File: config.mk
export PLATFORM = sky130hd
export DESIGN_NAME = sram_port_arbiter
export DESIGN_NICKNAME = d
export VERILOG_FILES = /design/src/rtl/sram_port_arbiter.sv
export SDC_FILE = /design/constraint.sdc
export NUM_CORES = 1
export LEC_CHECK = 0
export BUFFER_PORTS_ARGS = -buffer_cell sky130_fd_sc_hd__buf_2
export CORE_AREA = 2 2 114 116
export DETAILED_ROUTE_END_ITERATION = 6
export DIE_AREA = 0 0 116 118
export GPL_ROUTABILITY_DRIVEN = 0
export PLACE_DENSITY = 0.45
export SYNTH_ARGS = -nofsm -noshare
export SYNTH_HDL_FRONTEND = slang
export SYNTH_SLANG_ARGS = --single-unit
File: constraint.sdc
create_clock -name clk -period 3.8 [get_ports clk]
set_clock_uncertainty 0.15 [all_clocks]
set_input_delay 0.19 -clock clk [delete_from_list [all_inputs] [get_ports clk]]
set_output_delay 0.19 -clock clk [all_outputs]
set_load 0.005 [all_outputs]
File: src/rtl/sram_port_arbiter.sv
// rtl/sram_port_arbiter.sv - shares sram_1rw1r_32_256_8 port 0 between m0 (data) and m1 (fetch); `ARB_ROUND_ROBIN_EN selects round-robin
module sram_port_arbiter #(
  parameter int ADDR_WIDTH = 32,
  parameter int DATA_WIDTH = 32,
  parameter int SRAM_AW    = 8
) (
  input  logic                  clk,
  input  logic                  rst,
  input  logic                  m0_req_valid,
  output logic                  m0_req_ready,
  input  logic                  m0_req_we,
  input  logic [3:0]            m0_req_wmask,
  input  logic [ADDR_WIDTH-1:0] m0_req_addr,
  input  logic [DATA_WIDTH-1:0] m0_req_wdata,
  output logic                  m0_rsp_valid,
  output logic [DATA_WIDTH-1:0] m0_rsp_rdata,
  output logic                  m0_rsp_err,
  input  logic                  m1_req_valid,
  output logic                  m1_req_ready,
  input  logic                  m1_req_we,
  input  logic [3:0]            m1_req_wmask,
  input  logic [ADDR_WIDTH-1:0] m1_req_addr,
  input  logic [DATA_WIDTH-1:0] m1_req_wdata,
  output logic                  m1_rsp_valid,
  output logic [DATA_WIDTH-1:0] m1_rsp_rdata,
  output logic                  m1_rsp_err,
  output logic                  sram_csb0,
  output logic                  sram_web0,
  output logic [3:0]            sram_wmask0,
  output logic [SRAM_AW-1:0]    sram_addr0,
  output logic [DATA_WIDTH-1:0] sram_din0,
  input  logic [DATA_WIDTH-1:0] sram_dout0
);

  logic                  prefer_m0;
  logic                  grant0;
  logic                  grant1;
  logic                  accept;
  logic                  sel_we;
  logic [3:0]            sel_wmask;
  logic [ADDR_WIDTH-1:0] sel_addr;
  logic [DATA_WIDTH-1:0] sel_wdata;
  logic                  misaligned;
  logic                  mem_en;
  logic                  mem_wr;

  // Response pipeline stage: one entry, the macro answers reads one cycle later.
  logic                  rsp_valid_q;
  logic                  rsp_owner_q;
  logic                  rsp_read_q;
  logic                  rsp_err_q;
  logic                  rsp_live;
  logic [DATA_WIDTH-1:0] rsp_data;

  // Address bits above the 1 KiB window are ignored (wrap, no error).
  logic unused_addr_bits;
  assign unused_addr_bits = ^{m0_req_addr[ADDR_WIDTH-1:SRAM_AW+2],
                              m1_req_addr[ADDR_WIDTH-1:SRAM_AW+2]};

`ifdef ARB_ROUND_ROBIN_EN
  // pri_q holds the id of the last granted requester; the other one wins contention.
  logic pri_q;

  // Remember the last accepted requester; reset to m1 so m0 wins first.
  always_ff @(posedge clk) begin
    if (rst) begin
      pri_q <= 1'b1;
    end else if (accept) begin
      pri_q <= grant1;
    end
  end

  assign prefer_m0 = pri_q;
`else
  // Fixed priority: m0 always wins contention, m1 may starve.
  assign prefer_m0 = 1'b1;
`endif

  // Grant and request mux; a lone valid is always granted, nothing is granted in reset.
  always_comb begin
    grant0    = !rst && m0_req_valid && (!m1_req_valid || prefer_m0);
    grant1    = !rst && m1_req_valid && !grant0;
    accept    = grant0 || grant1;
    sel_we    = grant1 ? m1_req_we    : m0_req_we;
    sel_wmask = grant1 ? m1_req_wmask : m0_req_wmask;
    sel_addr  = grant1 ? m1_req_addr  : m0_req_addr;
    sel_wdata = grant1 ? m1_req_wdata : m0_req_wdata;
    // Misaligned requests take the slot and answer with an error but never touch the macro.
    misaligned = |sel_addr[1:0];
    mem_en     = accept && !misaligned;
    mem_wr     = mem_en && sel_we;
  end

  assign m0_req_ready = grant0;
  assign m1_req_ready = grant1;

  // Macro command; every field idles at its inactive value when nothing is issued.
  always_comb begin
    sram_csb0   = !mem_en;
    sram_web0   = !mem_wr;
    sram_wmask0 = mem_wr ? sel_wmask : 4'b0000;
    sram_addr0  = mem_en ? sel_addr[SRAM_AW+1:2] : '0;
    sram_din0   = mem_wr ? sel_wdata : '0;
  end

  // Capture who issued the accepted access so the reply follows it, not the next grant.
  always_ff @(posedge clk) begin
    if (rst) begin
      rsp_valid_q <= 1'b0;
      rsp_owner_q <= 1'b0;
      rsp_read_q  <= 1'b0;
      rsp_err_q   <= 1'b0;
    end else begin
      rsp_valid_q <= accept;
      rsp_owner_q <= grant1;
      rsp_read_q  <= !sel_we;
      rsp_err_q   <= misaligned;
    end
  end

  // Route the response; read data passes straight from the macro, zero otherwise.
  always_comb begin
    rsp_live     = !rst && rsp_valid_q;
    rsp_data     = (rsp_live && rsp_read_q && !rsp_err_q) ? sram_dout0 : '0;
    m0_rsp_valid = rsp_live && !rsp_owner_q;
    m1_rsp_valid = rsp_live && rsp_owner_q;
    m0_rsp_err   = m0_rsp_valid && rsp_err_q;
    m1_rsp_err   = m1_rsp_valid && rsp_err_q;
    m0_rsp_rdata = m0_rsp_valid ? rsp_data : '0;
    m1_rsp_rdata = m1_rsp_valid ? rsp_data : '0;
  end

endmodule

After elaboration in Yosys (flattened, before gate mapping)
Cells that the tools add are included.
W data, S select, Z words.
{ "classes": {"n_mux": 10, "n_reduce_logical": 22} }
{ "ops": {"columns": ["cell", "count"], "rows": [
  ["$mux W32", 5],
  ["$logic_and A1 B1 Y1", 12],
  ["$mux W10", 1],
  ["$logic_not A1 Y1", 8],
  ["$mux W4", 2],
  ["$mux W8", 1],
  ["$reduce_or A2 Y1", 1],
  ["$logic_or A1 B1 Y1", 1],
  ["$mux W1", 1]
]} }
{ "word_totals": {"ff_bits": 4, "out_inout_bits": 116, "word_cells": 36} }

Longest topological paths before layout
Gate-level depths: netlist of run 1.
{ "depth": {"depth_word": 10, "mapped_depth": 6, "ltp_nobuf": 4} }

Worst setup path before layout of run 1
OpenSTA, ideal clock, no wires.
{ "synth_timing": {"path_kind": "register to output", "from": "reg rsp_valid_q", "to": "out m0_rsp_rdata[10]", "t_arrival_ns": 1.196, "required_time_ns": 3.460, "setup_slack_ns": 2.264, "stages_incl_launch_ff": 5, "path_buffers": 1, "path_cell_list": "dfxtp_1 nor3b_1 and3b_1 clkbuf_1 and2_1"} }
{ "synth_between": {"elab_cells_between_ends": 6, "classes_between": "mux (2); reduce/logical (4)"} }
{ "synth_lines": {"columns": ["element", "line_no", "rtl"], "rows": [
  ["start, declared", "48", "logic rsp_valid_q;"],
  ["start signal, assigned", "114", "rsp_valid_q <= accept;"],
  ["$logic_and A1 B1 Y1", "123", "rsp_live = !rst && rsp_valid_q;"],
  ["$logic_and A1 B1 Y1", "125", "m0_rsp_valid = rsp_live && !rsp_owner_q;"],
  ["via m0_rsp_valid", "15", "output logic m0_rsp_valid,"],
  ["$mux W32", "129", "m0_rsp_rdata = m0_rsp_valid ? rsp_data : '0;"],
  ["end, declared", "16", "output logic [DATA_WIDTH-1:0] m0_rsp_rdata,"]
]} }
The timed path passes the listed nets, and every way through them passes these cells.

Worst setup path after layout of run 1
{ "layout_timing": {"from": "in rst", "to": "out sram_addr0[0]"} }
{ "layout_between": {"elab_chain_len": 9, "elab_cells_between_ends": 11, "classes_between": "mux (2); reduce/logical (9)"} }
{ "layout_lines": {"columns": ["element", "line_no", "rtl"], "rows": [
  ["start, declared", "8", "input logic rst,"],
  ["$logic_not A1 Y1 *", "81, 82", null],
  ["$logic_and A1 B1 Y1", "81", "grant0 = !rst && m0_req_valid && (!m1_req_valid || prefer_m0);"],
  ["$logic_not A1 Y1", "82", "grant1 = !rst && m1_req_valid && !grant0;"],
  ["$logic_and A1 B1 Y1", "82", null],
  ["$mux W10", "86", "sel_addr = grant1 ? m1_req_addr : m0_req_addr;"],
  ["$reduce_or A2 Y1", "89", "misaligned = |sel_addr[1:0];"],
  ["$logic_not A1 Y1", "90", "mem_en = accept && !misaligned;"],
  ["$logic_and A1 B1 Y1", "90", null],
  ["$mux W8 *", "102", "sram_addr0 = mem_en ? sel_addr[SRAM_AW+1:2] : '0;"],
  ["end, declared", "30", "output logic [SRAM_AW-1:0] sram_addr0,"]
]} }
Mark *: on every way between the ends. The rest lies on a longest branch, timed or not.

==> results of run 1 <==
worst paths after layout:
| path | end | slack [ns] | depth (start not counted) |
|---|---|---|---|
| max | sram_addr0[0] | 1.22 | 7 |
| min | rsp_read_q$_SDFF_PP0_ | 0.07 | 2 |
worst max-delay path, stage by stage:
cell	delay (ns)
buf_2	0.16
or3b_4	0.66
inv_2	0.41
buf_4	0.35
nand3_1	0.11
a21oi_1	0.20
buf_2	0.14
flip-flops by register name, indices dropped and copies added, names as in the netlist:
name / cells
rsp_err_q: 1
rsp_owner_q: 1
rsp_read_q: 1
rsp_valid_q: 1
Yosys cell counts, types with 2 or more instances:
master,instances,area share
nand2_1,73,0.21
and2_1,67,0.32
a21oi_1,44,0.17
nand3_1,16,0.061
clkbuf_1,10,0.029
buf_2,5,0.019
dfxtp_1,4,0.061
nor2_1,4,0.011
and3b_1,3,0.020
buf_4,3,0.017
buf_6,2,0.017
inv_1,2,0.0057
nor3b_1,2,0.011
cell type report:
type                            count  share of cell area
Clock buffer                        3              0.0274
Sequential cell                     4              0.0292
Multi-Input combinational cell    215               0.404
Timing Repair Buffer              248               0.456
Inverter                            3             0.00411
Antenna cell                        1            0.000913
Tap cell                          172              0.0785
kinds of logic after synthesis:
group / synth area share
buf+inv: 0.0909
mux: 0.00861
simple gates: 0.653
compound gates: 0.187
flops: 0.0612
power groups by stage:
stage | Combinational, mW | Clock [mW] | Sequential [mW]
after floorplan | 0.0534 | 0 | 0.0464
after global placement | 0.146 | 0 | 0.0468
after detailed placement | 0.148 | 0 | 0.0467
after CTS | 0.149 | 0.167 | 0.0463
after global routing | 0.165 | 0.167 | 0.0465
final | 0.146 | 0.163 | 0.0464
layer usage:
layer  routed length (um)  share of wire  global-route usage  vias up
met5                   16         0.0022                   0        -
met4                   15         0.0020              0.0112        2
met3                  718          0.097              0.0149        6
met2                 3880           0.52               0.199      163
met1                 2760           0.37              0.0938     1049
li1                     -              -                   -     1242
==> metrics, run 1 <==
run status finished, final reports clean; commonest non-fill, non-tap cell in the layout buf_2; Peak supply drop ~0.11 mV; nets@finish roughly 650; synth unique cells 20; Post-synth ARST share 0; slew margin rel. 0.445; post-cts repair resize count 0; Post-synth EDFFs 0; first-pass GRT wire length roughly 10000 um; vias in the first global route approximately 2200; WL/cell around 11 um; First DRT Iteration DRCs between 60 and 70; min-delay src m1_req_we; CP Max Fanout 48; DRC violations left 0; root buffer cell clkbuf_16; Cell Area, Placed roughly 2700 sq um; final hold vios 0; First-pass DRT Iterations 4; Via Count approximately 2500; Core Region 12400 sq um; hold_buf cts 0; pre-CTS WS around 1.2 ns; CTS Buffer Depth 2; Die Span Y about 120 um; Routed WL ~7400 um; Worst Setup Start Kind input port; critical path required time 3.46 ns; Die W 116 um; maxcap violations 0; Seq pwr share 0.130; syn_area_per_cell between 5 and 6 sq um; Clock H-tree levels 1; setup TNS 0 ns; f_max 387 MHz; Cells after DPL around 640; Setup Buffers After CTS 0; sequential area share after synthesis 0.0612; ys flop type dfxtp_1; CP Data Arrival Time around 2.2 ns; clk slew on worst S/H paths approximately 0.030 ns; initial antenna violation count 1; Yosys warnings 0; first element of the critical path rst; min Tclk post-route approximately 2.6 ns; Via density 3.81; most frequent cells in the layout 245 x buf_2, 73 x nand2_1, 67 x and2_1; PortBufs roughly 250; GR Util All Layers 0.0937; clock group share of total power 0.458; static leakage 1.73 nW; clk sinks 4; fraction of layout cells with a size suffix above 1 0.541; syn_nets around 420; Logic pwr share 0.412; post-route cell area between 2000 and 3000 sq um; antenna viol nets, final 0; Mapped Area around 1300 sq um; final hold slack 0.0735 ns; Pwr Total about 360 uW; GRT overflow 0; endpoints failing setup 0; worst hold path type input port to flop; fin util 0.221; Synth-to-Final Area Change 110%; TritonCTS clock tree built; Max Slew Vio Count 0; PD cells roughly 130 nW/um^2; HPWL after DPL 6030 um; non-filler cells, final approximately 650; Fillers 1414; num rows 41; Sequential Area 80.1 sq um; RSZ-0062 raised after global routing false; footprint of the multi-input gates roughly 1100 sq um; crit share post-route 0.680; sw frac 0.283; CTS Buf Count 3; largest net degree at the start of global routing just under 50; Int Power 255 uW; initial core utilization 0.105; Crit. End Element output pin; Die ar. 13700 sq um; Gate Count Post-Synth 242; I/O Pins 290; Final WS setup roughly 1.2 ns; Sw Pwr roughly 100 uW; register bit total from synthesis 4; Least-Margin Pin Slew 0.830 ns; Worst Setup Path Type input port to output pin
Note: power is estimated with default switching activity, not from simulation.
==> run 2: changes to the inputs <==
--- a/config.mk
+++ b/config.mk
@@ -6,11 +6,11 @@
 export NUM_CORES = 1
 export LEC_CHECK = 0
 export BUFFER_PORTS_ARGS = -buffer_cell sky130_fd_sc_hd__buf_2
-export CORE_AREA = 2 2 114 116
+export CORE_AREA = 2 2 113 115
 export DETAILED_ROUTE_END_ITERATION = 6
-export DIE_AREA = 0 0 116 118
+export DIE_AREA = 0 0 115 117
 export GPL_ROUTABILITY_DRIVEN = 0
-export PLACE_DENSITY = 0.45
+export PLACE_DENSITY = 0.47
 export SYNTH_ARGS = -nofsm -noshare
 export SYNTH_HDL_FRONTEND = slang
 export SYNTH_SLANG_ARGS = --single-unit
==> constraint.sdc (replaced) <==
create_clock -name clk -period 2.2 [get_ports clk]
set_clock_uncertainty 0.15 [all_clocks]
set_input_delay 0.11 -clock clk [delete_from_list [all_inputs] [get_ports clk]]
set_output_delay 0.11 -clock clk [all_outputs]
set_load 0.005 [all_outputs]
==> metrics, run 2 (same netlist as run 1, synthesis figures left out) <==
vias in the first global route 2026 (was 2205); I/O Pins 290 (unchanged); first element of the critical path rsp_valid_q$_SDFF_PP0_ (was rst); WL/cell 11.4 um (about the same); setup TNS 0 ns (unchanged); Die Span Y 117 um (was 118 um); clk slew on worst S/H paths 0.03 ns (about the same); Routed WL 7190 um (was 7390 um); antenna viol nets, final 0 (unchanged); Met1 Wirelength 2700 um (was 2760 um); Clock H-tree levels 1 (unchanged); GR Util All Layers 0.0930 (was 0.0937); Worst Setup Start Kind flop (was input port); first-pass GRT wire length 9800 um (was 10200 um); nets@finish 655 (was 649); First DRT Iteration DRCs 58 (was 65); Die ar. 13500 sq um (was 13700 sq um); top sig layer met3 (was met5); num rows 41 (unchanged); non-filler cells, final 629 (was 646); Via density 3.91 (was 3.81); run status finished, final reports clean (unchanged); root buffer cell clkbuf_16 (unchanged); PD cells 223 nW/um^2 (was 130 nW/um^2); HPWL after DPL 6120 um (was 6030 um); f_max about 550 MHz; # diodes 0 (was 1); hold_buf cts 0 (unchanged); Crit. End Element output pin (unchanged); WL met3 683 um (was 718 um); Cells after DPL 626 (was 642); min Tclk post-route about 1.8 ns; CTS Buf Count 3 (unchanged); CP Data Arrival Time 1.57 ns (was 2.24 ns); initial core utilization 0.106 (was 0.105); Synth-to-Final Area Change 112% (was 110%); clk sinks 4 (unchanged); Peak supply drop 0.162 mV (was 0.106 mV); crit share post-route 0.834; fraction of layout cells with a size suffix above 1 0.547 (was 0.541); Met2 Wirelength 3810 um (was 3880 um); most frequent cells in the layout 245 x buf_2, 73 x nand2_1, 67 x and2_1 (unchanged); Die W 115 um (was 116 um); First-pass DRT Iterations 4 (unchanged); initial antenna violation count 0 (was 1); CP Max Fanout 32 (was 48); maxcap violations 0 (unchanged); final hold vios 0 (unchanged); Via Count 2457 (was 2462); Least-Margin Pin Slew 0.419 ns (was 0.830 ns); Max Slew Vio Count 0 (unchanged); Worst Setup Path Type flop to output pin (was input port to output pin); static leakage 1.77 nW (was 1.73 nW); GRT overflow 0 (unchanged); Setup Buffers After CTS 0 (unchanged); largest net degree at the start of global routing 33 (was 49); CTS Buffer Depth 2 (unchanged); DRC violations left 0 (unchanged); slew margin rel. 0.721 (was 0.445); endpoints failing setup 0 (unchanged); Core Region 12300 sq um (was 12400 sq um); worst hold path type input port to flop (unchanged); TritonCTS clock tree built (unchanged); commonest non-fill, non-tap cell in the layout buf_2 (unchanged); RSZ-0062 raised after global routing false (unchanged); critical path required time 1.94 ns (was 3.46 ns); post-cts repair resize count 0 (unchanged); CP endpoint m0_rsp_rdata[17] (was sram_addr0[0]); PortBufs 245 (unchanged)
==> run 2: area by class of cell <==
class                           instances  area (sq um)
Multi-Input combinational cell        215          1110
Inverter                                3          11.3
Clock buffer                            3          75.1
Tap cell                              150           188
Fill cell                            1412          9540
Timing Repair Buffer                  254          1310
Sequential cell                         4          80.1
==> run 2: report_power, final <==
group          internal, mW  leakage, nW  switching (mW)  total, mW
Combinational         0.136         1.70           0.122      0.257
Sequential           0.0777       0.0334         0.00202     0.0797
Clock                 0.232       0.0370          0.0495      0.282
Total                 0.445         1.77           0.173      0.619
==> run 2: critical path, stage by stage (launching register included) <==
cell and delay [ns]:
dfxtp_1 0.30, nor3b_1 0.29, and3b_1 0.20, buf_4 0.25, and2_1 0.18, buf_2 0.11
==> run 2: through the flow <==
stage / cell area [sq um] / util / hold slack [ns] / setup slack, ns / power, mW
global placement: 2690 / 0.219 / 0.251 / 0.385 / 0.337
CTS: 2770 / 0.225 / 0.0211 / 0.350 / 0.629
finish: 2770 / 0.225 / 0.00109 / 0.366 / 0.619
floorplan: 1310 / - / 0.0324 / 0.744 / 0.172
global route: 2770 / 0.225 / 0.0265 / 0.247 / 0.659
detailed placement: 2690 / 0.219 / 0.254 / 0.368 / 0.342
==> run 2: worst min path at each step <==
stage          startpoint               endpoint  cells after the start
5_1_grt         m1_req_we  rsp_read_q$_SDFF_PP0_                      2
2_1_floorplan         rst   rsp_err_q$_SDFF_PP0_                      1
3_5_place_dp    m1_req_we  rsp_read_q$_SDFF_PP0_                      2
4_1_cts         m1_req_we  rsp_read_q$_SDFF_PP0_                      2
3_3_place_gp    m1_req_we  rsp_read_q$_SDFF_PP0_                      2
6_report        m1_req_we  rsp_read_q$_SDFF_PP0_                      2
==> run 2: layer usage <==
metal  track usage  vias up
met1        0.0991     1054
met2         0.195      151
met3        0.0144        0
li1              -     1252
met5             0        -
met4        0.0120        0
==> run 3: changes to the inputs <==
--- a/config.mk
+++ b/config.mk
@@ -5,12 +5,13 @@
 export SDC_FILE = /design/constraint.sdc
 export NUM_CORES = 1
 export LEC_CHECK = 0
+export ABC_AREA = 1
 export BUFFER_PORTS_ARGS = -buffer_cell sky130_fd_sc_hd__buf_2
 export CORE_AREA = 2 2 113 115
 export DETAILED_ROUTE_END_ITERATION = 6
 export DIE_AREA = 0 0 115 117
 export GPL_ROUTABILITY_DRIVEN = 0
-export PLACE_DENSITY = 0.47
+export PLACE_DENSITY = 0.49
 export SYNTH_ARGS = -nofsm -noshare
 export SYNTH_HDL_FRONTEND = slang
 export SYNTH_SLANG_ARGS = --single-unit
==> constraint.sdc (replaced) <==
create_clock -name clk -period 1.5 [get_ports clk]
set_clock_uncertainty 0.15 [all_clocks]
set_input_delay 0.075 -clock clk [delete_from_list [all_inputs] [get_ports clk]]
set_output_delay 0.075 -clock clk [all_outputs]
set_load 0.005 [all_outputs]
==> metrics, run 3 <==
Clock H-tree levels 1 (unchanged); CP bufs+invs 2 (unchanged); maxcap violations 0 (unchanged); Sw Pwr 387 uW (was 173 uW); sw frac 0.338 (was 0.280); DRC violations left 0 (unchanged); num rows 41 (unchanged); Yosys warnings 0 (unchanged); Top delay family on crit path simple AND/OR/NAND/NOR gates (unchanged); initial core utilization 0.122 (was 0.106); PD cells 323 nW/um^2 (was 223 nW/um^2); synth unique cells 16 (was 20); most common cell in the synthesized netlist nand2_1 (unchanged); CP Max Fanout 16 (was 32); min Tclk post-route between 1.5 and 2 ns; largest cells by area after synthesis nand2_1 43%, nor2_1 29%, inv_1 11% (was and2_1 32%, nand2_1 21%, a21oi_1 17%); fraction of layout cells with a size suffix above 1 0.502 (was 0.547); nets@finish 804 (was 655); First-pass DRT Iterations 4 (unchanged); Worst path slowest cell dfxtp_1 (unchanged); area share of the largest cell type after synthesis 0.428 (was 0.321); sequential area share after synthesis 0.0531 (was 0.0612); run status finished, violations left (was finished, final reports clean); WL/cell 12.1 um (was 11.4 um); Fillers 1428 (was 1412); commonest non-fill, non-tap cell in the layout buf_2 (unchanged); RSZ-0062 raised after global routing true (was false); Die Span Y 117 um (unchanged); Via density 3.84 (was 3.91); critical path required time 1.27 ns (was 1.94 ns); largest net degree at the start of global routing 46 (was 33); slew margin rel. 0.773 (was 0.721); antenna viol nets, final 0 (unchanged); endpoints failing setup 2 (was 0); Die W 115 um (unchanged); initial antenna violation count 0 (unchanged); Gate Count Post-Synth 370 (was 242); Hold Path End rsp_read_q$_SDFF_PP0_ (unchanged); CP Cell Sequence nand2_2 -> nor2_4 -> buf_12 -> nand2_1 -> nor2_2 -> buf_2 (was nor3b_1 -> and3b_1 -> buf_4 -> and2_1 -> buf_2); failing checks negative setup slack; hold path cells 4 (was 2); Via Count 2985 (was 2457); Routed WL 9380 um (was 7190 um); Cells after DPL 752 (was 626); Synth-to-Final Area Change 135% (was 112%); ys flop type dfxtp_1 (unchanged); syn_nets 544 (was 416); Int Power 759 uW (was 445 uW); crit share post-route 1.01; TritonCTS clock tree built (unchanged); Die ar. 13500 sq um (unchanged); cell taking the most area after synthesis nand2_1 (was and2_1); clk slew on worst S/H paths 0.03 ns (about the same); root buffer cell clkbuf_16 (unchanged); vias in the first global route 2414 (was 2026); Least-Margin Pin Slew 0.340 ns (was 0.419 ns); Final WS setup -0.0173 ns (was 0.366 ns); clock group share of total power 0.362 (was 0.455); HPWL after DPL 5910 um (was 6120 um); CTS Buffer Depth 2 (unchanged); Crit. End Element output pin (unchanged); Logic pwr share 0.535 (was 0.416); syn_area_per_cell 4.07 sq um (was 5.40 sq um); GRT overflow 0 (unchanged); Worst Setup Path Type flop to output pin (unchanged); Max Slew Vio Count 0 (unchanged); non-filler cells, final 778 (was 629); Stages on worst setup path 6 (was 5); CTS Buf Count 3 (unchanged); I/O Pins 290 (unchanged); Post-synth ARST share 0 (unchanged); Post-synth EDFFs 0 (unchanged); CP peak stage delay 0.31 ns (was 0.30 ns); synth cell count leaders 172 x nand2_1, 117 x nor2_1, 45 x inv_1 (was 73 x nand2_1, 67 x and2_1, 44 x a21oi_1); GR Util All Layers 0.0977 (was 0.0930); # diodes 0 (unchanged); Mapped Area 1510 sq um (was 1310 sq um); most frequent cells in the layout 243 x buf_2, 165 x nand2_1, 94 x nor2_1 (was 245 x buf_2, 73 x nand2_1, 67 x and2_1); Core Region 12300 sq um (unchanged); PortBufs 245 (unchanged); First DRT Iteration DRCs 72 (was 58); clk sinks 4 (unchanged); final hold vios 0 (unchanged); setup TNS -0.0186 ns (was 0 ns); CP Data Arrival Time 1.29 ns (was 1.57 ns); f_max roughly 660 MHz; Worst Setup Start Kind flop (unchanged); worst hold path type input port to flop (unchanged); register bit total from synthesis 4 (unchanged); min-delay src m0_req_we (was m1_req_we); Seq pwr share 0.102 (was 0.129); first-pass GRT wire length 10700 um (was 9800 um); static leakage 2.36 nW (was 1.77 nW); Peak supply drop 0.180 mV (was 0.162 mV)
==> run 3: cell types whose count changed after synthesis, sizes merged, moves of 3 or more <==
cell / previous run / this run
a21oi: 44 / 0
and2: 67 / 0
and3b: 3 / 0
inv: 3 / 47
nand2: 73 / 173
nand3: 16 / 2
nor2: 4 / 118
==> run 3: how the worst max path moves through the flow <==
stage                                       from  slack (ns)               end
after global placement                       rst        0.06     sram_addr0[5]
after CTS                   rsp_err_q$_SDFF_PP0_       -0.08  m1_rsp_rdata[21]
after global routing      rsp_valid_q$_SDFF_PP0_       -0.09  m0_rsp_rdata[30]
after floorplan           rsp_owner_q$_SDFF_PP0_        0.22  m1_rsp_rdata[10]
final                     rsp_valid_q$_SDFF_PP0_       -0.02  m1_rsp_rdata[21]
after detailed placement                     rst        0.07     sram_din0[25]
==> run 3: cell type report <==
class                   instances  area [sq um]  area share
clock buffers                   3          75.1      0.0212
flip-flops and latches          4          80.1      0.0226
multi-input cells             297          1330       0.376
repair buffers                276          1680       0.474
inverters                      48           186      0.0527
well taps                     150           188      0.0530
==> run 3: stage by stage <==
stage | power, mW | hold slack [ns] | cell area (sq um) | util | worst slack [ns]
2_1_floorplan | 0.337 | -0.00262 | 1510 | - | 0.218
3_3_place_gp | 0.604 | 0.163 | 2940 | 0.239 | 0.0550
3_5_place_dp | 0.603 | 0.165 | 2940 | 0.239 | 0.0682
4_1_cts | 1.04 | 0.0213 | 3090 | 0.251 | -0.0787
5_1_grt | 1.24 | 0.0266 | 3540 | 0.288 | -0.0937
6_report | 1.15 | 0.00328 | 3540 | 0.288 | -0.0173
==> run 3: cells by family (layout without fill, tap and decap cells) <==
logic type | count (synthesis) | in the layout | share of synthesized area
and+or+nand+nor | 296 | 296 | 0.760
AOI/OAI and AO/OA | 1 | 1 | 0.00332
DFF | 4 | 4 | 0.0531
buffers and inverters | 69 | 327 | 0.183
==> run 3: power by group through the flow <==
| stage | clock, mW | sequential, mW | combinational, mW |
|---|---|---|---|
| finish | 0.415 | 0.117 | 0.613 |
| global route | 0.426 | 0.118 | 0.692 |
| CTS | 0.421 | 0.117 | 0.502 |
| detailed placement | 0 | 0.118 | 0.485 |
| global placement | 0 | 0.117 | 0.487 |
| floorplan | 0 | 0.117 | 0.220 |
==> run 3: per-layer routing <==
metal | global-route usage | routed length (um) | vias up
li1 | - | - | 1573
met1 | 0.0981 | 3660 | 1232
met2 | 0.207 | 4870 | 171
met3 | 0.0165 | 754 | 9
met4 | 0.0217 | 99 | 0
met5 | 0 | 0 | -
==> run 3: timing repair <==
| action | in CTS | in global routing |
|---|---|---|
| gates resized for setup | 7 | 57 |
| pin swaps | 1 | 5 |
| hold buffers | 2 | 2 |
| gates cloned | 1 | 11 |
| setup endpoints to repair | 65 | 104 |
| buffers inserted | 1 | 7 |
| endpoints found under the hold margin | 3 | 2 |
